==> src/rtl/if_id_hazard_ctrl_if.sv <==
// rtl/if_id_hazard_ctrl_if.sv - IF/ID hazard controller signal bundle
// The pipeline side is the master; the hazard controller is the slave.
interface if_id_hazard_ctrl_if #(
  parameter int CNT_W = 8
);
  logic [4:0]       ifid_rs;
  logic [4:0]       ifid_rt;
  logic             ifid_uses_rt;
  logic             idex_memread;
  logic [4:0]       idex_rt;
  logic             branch_taken;
  logic             imem_ready;
  logic             pc_write;
  logic             ifid_write;
  logic             ifid_flush;
  logic             idex_bubble;
  logic [1:0]       state;
  logic [CNT_W-1:0] stall_count;
  logic [CNT_W-1:0] flush_count;

  modport master (
    output ifid_rs, ifid_rt, ifid_uses_rt, idex_memread, idex_rt,
           branch_taken, imem_ready,
    input  pc_write, ifid_write, ifid_flush, idex_bubble,
           state, stall_count, flush_count
  );

  modport slave (
    input  ifid_rs, ifid_rt, ifid_uses_rt, idex_memread, idex_rt,
           branch_taken, imem_ready,
    output pc_write, ifid_write, ifid_flush, idex_bubble,
           state, stall_count, flush_count
  );
endinterface

==> src/rtl/if_id_hazard_ctrl.sv <==
// rtl/if_id_hazard_ctrl.sv - IF/ID hazard control: load-use stall, branch flush, imem wait
// Control outputs are combinational from the registered state; counters saturate.
module if_id_hazard_ctrl #(
  parameter int FLUSH_CYCLES = 2,
  parameter int CNT_W        = 8
) (
  input  logic              clock,
  input  logic              reset,
  if_id_hazard_ctrl_if.slave hz
);

  typedef enum logic [1:0] {
    RUN     = 2'b00,
    LDSTALL = 2'b01,
    FLUSH   = 2'b10,
    IWAIT   = 2'b11
  } state_t;

  localparam logic [3:0]       FLUSH_INIT = 4'(FLUSH_CYCLES - 1);
  localparam logic [CNT_W-1:0] CNT_MAX    = {CNT_W{1'b1}};

  state_t           state_q, state_d;
  logic [3:0]       fcnt_q, fcnt_d;
  logic [CNT_W-1:0] stall_cnt_q, flush_cnt_q;
  logic             load_use;
  logic             pc_write, ifid_write, ifid_flush, idex_bubble;

  // Register $0 never carries a real dependency.
  assign load_use = hz.idex_memread && (hz.idex_rt != 5'd0) &&
                    ((hz.idex_rt == hz.ifid_rs) ||
                     (hz.ifid_uses_rt && (hz.idex_rt == hz.ifid_rt)));

  always_comb begin
    state_d     = state_q;
    fcnt_d      = fcnt_q;
    pc_write    = 1'b1;
    ifid_write  = 1'b1;
    ifid_flush  = 1'b0;
    idex_bubble = 1'b0;

    case (state_q)
      RUN, IWAIT, LDSTALL: begin
        if (hz.branch_taken) begin
          ifid_flush  = 1'b1;
          idex_bubble = 1'b1;
          if (FLUSH_CYCLES == 1) begin
            state_d = RUN;
            fcnt_d  = 4'd0;
          end else begin
            state_d = FLUSH;
            fcnt_d  = FLUSH_INIT;
          end
        end else if (load_use && (state_q != LDSTALL)) begin
          pc_write    = 1'b0;
          ifid_write  = 1'b0;
          idex_bubble = 1'b1;
          state_d     = LDSTALL;
        end else if (!hz.imem_ready) begin
          pc_write    = 1'b0;
          ifid_write  = 1'b0;
          idex_bubble = 1'b1;
          state_d     = IWAIT;
        end else begin
          state_d = RUN;
        end
      end
      FLUSH: begin
        pc_write    = hz.imem_ready;
        ifid_flush  = 1'b1;
        idex_bubble = 1'b1;
        if (hz.imem_ready) begin
          if (fcnt_q <= 4'd1) begin
            state_d = RUN;
            fcnt_d  = 4'd0;
          end else begin
            fcnt_d = fcnt_q - 4'd1;
          end
        end
      end
      default: state_d = RUN;
    endcase

    // Reset forces a safe bubble/flush regardless of the held state.
    if (!reset) begin
      pc_write    = 1'b0;
      ifid_write  = 1'b0;
      ifid_flush  = 1'b1;
      idex_bubble = 1'b1;
    end
  end

  always_ff @(posedge clock) begin
    if (!reset) begin
      state_q     <= RUN;
      fcnt_q      <= 4'd0;
      stall_cnt_q <= '0;
      flush_cnt_q <= '0;
    end else begin
      state_q <= state_d;
      fcnt_q  <= fcnt_d;
      if (!ifid_write && (stall_cnt_q != CNT_MAX))
        stall_cnt_q <= stall_cnt_q + 1'b1;
      if (ifid_flush && (flush_cnt_q != CNT_MAX))
        flush_cnt_q <= flush_cnt_q + 1'b1;
    end
  end

  assign hz.pc_write    = pc_write;
  assign hz.ifid_write  = ifid_write;
  assign hz.ifid_flush  = ifid_flush;
  assign hz.idex_bubble = idex_bubble;
  assign hz.state       = state_q;
  assign hz.stall_count = stall_cnt_q;
  assign hz.flush_count = flush_cnt_q;

endmodule

==> src/flat_wrapper.sv <==
// flat-port wrapper written by rule: the top's interface ports become plain ports
module if_id_hazard_ctrl_flat 
#(
  parameter int FLUSH_CYCLES = 2,
  parameter int CNT_W        = 8
)
  (clock, reset, hz_ifid_rs, hz_ifid_rt, hz_ifid_uses_rt, hz_idex_memread, hz_idex_rt, hz_branch_taken, hz_imem_ready, hz_pc_write, hz_ifid_write, hz_ifid_flush, hz_idex_bubble, hz_state, hz_stall_count, hz_flush_count);
  if_id_hazard_ctrl_if #(.CNT_W(CNT_W)) hz_i ();
  input  logic clock;
  input  logic reset;
  input wire logic [$bits(hz_i.ifid_rs)-1:0] hz_ifid_rs;
  input wire logic [$bits(hz_i.ifid_rt)-1:0] hz_ifid_rt;
  input wire logic [$bits(hz_i.ifid_uses_rt)-1:0] hz_ifid_uses_rt;
  input wire logic [$bits(hz_i.idex_memread)-1:0] hz_idex_memread;
  input wire logic [$bits(hz_i.idex_rt)-1:0] hz_idex_rt;
  input wire logic [$bits(hz_i.branch_taken)-1:0] hz_branch_taken;
  input wire logic [$bits(hz_i.imem_ready)-1:0] hz_imem_ready;
  output wire logic [$bits(hz_i.pc_write)-1:0] hz_pc_write;
  output wire logic [$bits(hz_i.ifid_write)-1:0] hz_ifid_write;
  output wire logic [$bits(hz_i.ifid_flush)-1:0] hz_ifid_flush;
  output wire logic [$bits(hz_i.idex_bubble)-1:0] hz_idex_bubble;
  output wire logic [$bits(hz_i.state)-1:0] hz_state;
  output wire logic [$bits(hz_i.stall_count)-1:0] hz_stall_count;
  output wire logic [$bits(hz_i.flush_count)-1:0] hz_flush_count;
  assign hz_i.ifid_rs = hz_ifid_rs;
  assign hz_i.ifid_rt = hz_ifid_rt;
  assign hz_i.ifid_uses_rt = hz_ifid_uses_rt;
  assign hz_i.idex_memread = hz_idex_memread;
  assign hz_i.idex_rt = hz_idex_rt;
  assign hz_i.branch_taken = hz_branch_taken;
  assign hz_i.imem_ready = hz_imem_ready;
  assign hz_pc_write = hz_i.pc_write;
  assign hz_ifid_write = hz_i.ifid_write;
  assign hz_ifid_flush = hz_i.ifid_flush;
  assign hz_idex_bubble = hz_i.idex_bubble;
  assign hz_state = hz_i.state;
  assign hz_stall_count = hz_i.stall_count;
  assign hz_flush_count = hz_i.flush_count;
  if_id_hazard_ctrl #(.FLUSH_CYCLES(FLUSH_CYCLES), .CNT_W(CNT_W)) u_core (.clock(clock), .reset(reset), .hz(hz_i));
endmodule
==> config.mk <==
export PLATFORM = sky130hd
export DESIGN_NAME = if_id_hazard_ctrl_flat
export DESIGN_NICKNAME = d
export VERILOG_FILES = /design/src/rtl/if_id_hazard_ctrl_if.sv /design/src/rtl/if_id_hazard_ctrl.sv /design/src/flat_wrapper.sv
export SDC_FILE = /design/constraint.sdc
export NUM_CORES = 1
export LEC_CHECK = 0
export CORE_MARGIN = 2
export CORE_UTILIZATION = 40
export CTS_BUF_LIST = sky130_fd_sc_hd__clkbuf_16
export DETAILED_ROUTE_END_ITERATION = 10
export GPL_ROUTABILITY_DRIVEN = 0
export GPL_TIMING_DRIVEN = 0
export HOLD_SLACK_MARGIN = 0.15
export PLACE_DENSITY = 0.86
export SLEW_MARGIN = 20
export SYNTH_ARGS = -nofsm -noshare
export SYNTH_HDL_FRONTEND = slang
export SYNTH_SLANG_ARGS = --single-unit
==> constraint.sdc <==
create_clock -name clock -period 1.65 [get_ports clock]
set_input_delay 0.33 -clock clock [delete_from_list [all_inputs] [get_ports clock]]
set_output_delay 0.33 -clock clock [all_outputs]
set_load 0.02 [all_outputs]
==> flow_summary.toml <==
[global_route]
grtUsageTotal_pct = 19.89
grt-ovfl-total = 0
antenna_found_initial = 0
grt_max_degree = 14
grt_pass1_wl_mm = 5.568
grt_pass1_vias = 1259

[timing]
max_freq_ghz = 0.5002
min_period_ns = 1.999
fin_ws_ns = -0.3492
grt_setup_unrepaired = "true"
setup_viol_count_final = 14
tightest_slew_ns = 0.5362
finalHoldViolCount = 0
slew_violations = 0
fin_crit_sh_pct = 121.2
max_slew_margin_pct = 64.26
skew_ns = 0.008866

[detailed_routing]
met1Wirelength_mm = 1.383
vias = 1339
routedWlPerCell_um = 14.33
drc = 0
routed_wl_mm = 3.610
viasPerCell = 5.313
wl_met2_mm = 1.910
drtPass1Iterations = 4
drt_iter0_markers = 59
highest_layer = "met4"
wl_met3_um = 256
ant_nets = 0

[outcome]
outcome = "finished with violations"
failed_checks = "negative setup slack"

[clocking]
postCtsHoldBufs = 0
cts_root_buf = "clkbuf_16"
cts_buffers = 3
htreeDepth = 1
clk_path_buf_depth = 2
clk_latency_ns = 0.26
cts.clk_slew.worst_paths_ns = 0.06
cts_tree = "done"
clkSinkCount = 22

[floorplanning]
die_h_um = 60.04
row_count = 20
die_w_um = 60.04
coreArea_mm2 = 0.003028
die_area_mm2 = 0.003605
initial_core_util_pct = 41.49
pin_count = 43

[layout]
nets = 234
diodes = 0
drive_gt1_share_pct = 32.21
fillers = 204
fin_util_pct = 68.93
syn2layout_area_growth_pct = 66.14

[placed_design]
hpwlAfterDp_mm = 2.213
port_buffers = 42
post-place-ws_ns = -1.253

[setup_path]
crit_type = "in -> out"
crit_path_start_kind = "input port"
critPathMaxFanout = 4
cp-end-kind = "primary output"
critPathRequiredTime_ns = 1.32
crit_arrival_ns = 1.67

[logic_synthesis]
syn_avg_cell_area_um2 = 8.785
yosysSeqAreaShare_pct = 35.06
post_synth_num_cell_types = 39
synth_nets = 168
ys_warn_count = 0
synthCells = 143
synth-seq-cells = 22
syn-cell-area_mm2 = 0.001256

[power_and_ir_drop]
vdd_drop_max_mv = 0.8961
power_density_mw_per_mm2 = 783.6
power_leakage_uw = 0.0009162

[run]
maxCapViolCount = 0

[min_path]
hold_path.class = "reg -> reg"
[layout by cell type, fill, tap and decap left out, types with 3 or more instances in the layout]
| master | n |
|---|---|
| a21oi_1 | 9 |
| buf_2 | 4 |
| buf_4 | 18 |
| buf_6 | 6 |
| clkbuf_16 | 3 |
| clkdlybuf4s15_1 | 5 |
| clkdlybuf4s50_1 | 9 |
| dfxtp_1 | 13 |
| dfxtp_2 | 8 |
| dlygate4sd2_1 | 9 |
| dlymetal6s2s_1 | 7 |
| inv_1 | 4 |
| nand2_1 | 9 |
| nand3_1 | 7 |
| nand4_1 | 5 |
| nor2_1 | 14 |
| nor3_1 | 4 |
| o21ai_0 | 3 |
| or3_1 | 4 |
| xnor2_1 | 9 |
| xnor2_2 | 3 |
| xor2_1 | 7 |
[layer usage]
| layer | GRT usage [%] | vias up |
|---|---|---|
| li1 | - | 655 |
| met1 | 22.96 | 623 |
| met2 | 36.80 | 55 |
| met3 | 4.978 | 6 |
| met4 | 3.810 | 0 |
| met5 | 0 | - |
[synthesized netlist by cell type, drive strengths merged]
library cell / instances / area [um^2]
a221oi: 1 / 26.28
nand2: 12 / 52.55
nand4: 5 / 31.28
o22a: 1 / 8.760
and3: 3 / 23.77
nand2b: 2 / 12.51
dfxtp: 22 / 440.4
nor3b: 1 / 7.510
xnor2: 12 / 105.1
and2b: 1 / 7.510
and4: 1 / 8.760
xor2: 7 / 61.31
ha: 4 / 50.05
nor2b: 2 / 12.51
o32a: 1 / 10.01
a311oi: 1 / 8.760
nand3: 8 / 40.04
o221ai: 2 / 41.29
a21oi: 11 / 55.05
o31ai: 2 / 15.01
clkbuf: 2 / 7.510
mux2i: 2 / 20.02
or4: 2 / 18.77
nand4b: 1 / 8.760
or2: 1 / 6.260
nor4: 1 / 6.260
o21ai: 5 / 28.78
inv: 4 / 15.01
a2111oi: 1 / 8.760
a41o: 1 / 10.01
a31oi: 1 / 6.260
or3: 4 / 25.02
nor2: 15 / 56.30
nor3: 4 / 20.02
[final cells by class]
type | instances | area (um^2) | share of cell area, %
Clock buffer | 3 | 75.07 | 3.597
Clock inverter | 1 | 30.03 | 1.439
Inverter | 4 | 15.01 | 0.7194
Buffer | 2 | 7.507 | 0.3597
Multi-Input combinational cell | 115 | 895.9 | 42.93
Tap cell | 44 | 55.05 | 2.638
Sequential cell | 22 | 454.2 | 21.76
Timing Repair Buffer | 61 | 554.3 | 26.56
[critical path, stage by stage]
cell	delay [ns]
dlygate4sd2_1	0.25
xnor2_1	0.18
nand2_1	0.10
o22a_1	0.24
buf_6	0.13
o21ai_4	0.19
or2_4	0.15
buf_6	0.10
[final timing paths]
path / depth (start not counted) / start / end / slack [ns]
setup / recovery: 8 / hz_ifid_rs[2] / hz_idex_bubble / -0.35
hold / removal: 2 / u_core.hz.stall_count[4] / u_core.hz.stall_count[4] / 0.51
setup reg to reg: 6 / u_core.hz.stall_count[5] / u_core.hz.stall_count[5] / -0.16
hold reg to reg: 2 / u_core.hz.stall_count[4] / u_core.hz.stall_count[4] / 0.51
[registers in the layout (all words and copies together) (netlist names)]
signal	cells
u_core.hz.stall_count	8
u_core.hz.state	2
u_core.hz.flush_count	8
u_core.fcnt_q	4
[power breakdown]
| part | internal (uW) | switching [uW] | total (uW) | leakage (uW) |
|---|---|---|---|---|
| Combinational | 190 | 186 | 376 | 0.000682 |
| Clock | 481 | 191 | 673 | 0.0000511 |
| Sequential | 556 | 30.6 | 587 | 0.000183 |
[cells by family (layout without fill, tap and decap cells)]
| family | Yosys count | count (layout) | share of synthesized area (%) |
|---|---|---|---|
| and+or+nand+nor | 63 | 63 | 26.89 |
| AOI/OAI and AO/OA | 27 | 27 | 17.43 |
| DFF | 22 | 22 | 35.06 |
| xor gates and xnor gates | 19 | 19 | 13.25 |
| buffers and inverters | 6 | 71 | 1.793 |
| adders and majority gates | 4 | 4 | 3.984 |
| muxes | 2 | 2 | 1.594 |
[stage by stage]
step	TNS, ns	area, um^2	std cells	hold slack (ns)	power, uW
final	-2.083	2087	252	0.5098	1635
after detailed placement	-12.28	1777	229	0.4897	906.9
after CTS	-1.794	1966	246	0.5013	1602
after global placement	-11.75	1777	229	0.4811	900.7
after global routing	-3.125	2087	252	0.5175	1713
after floorplan	-0.5503	1301	143	0.4759	774.3
[timing repair]
item | in CTS | in global routing
cloned | 0 | 0
gates resized for setup | 70 | 29
setup buffers | 13 | 6
endpoints found under the setup margin | 22 | 23
pin swaps | 22 | 22
Power figures use the tool's default switching activity.
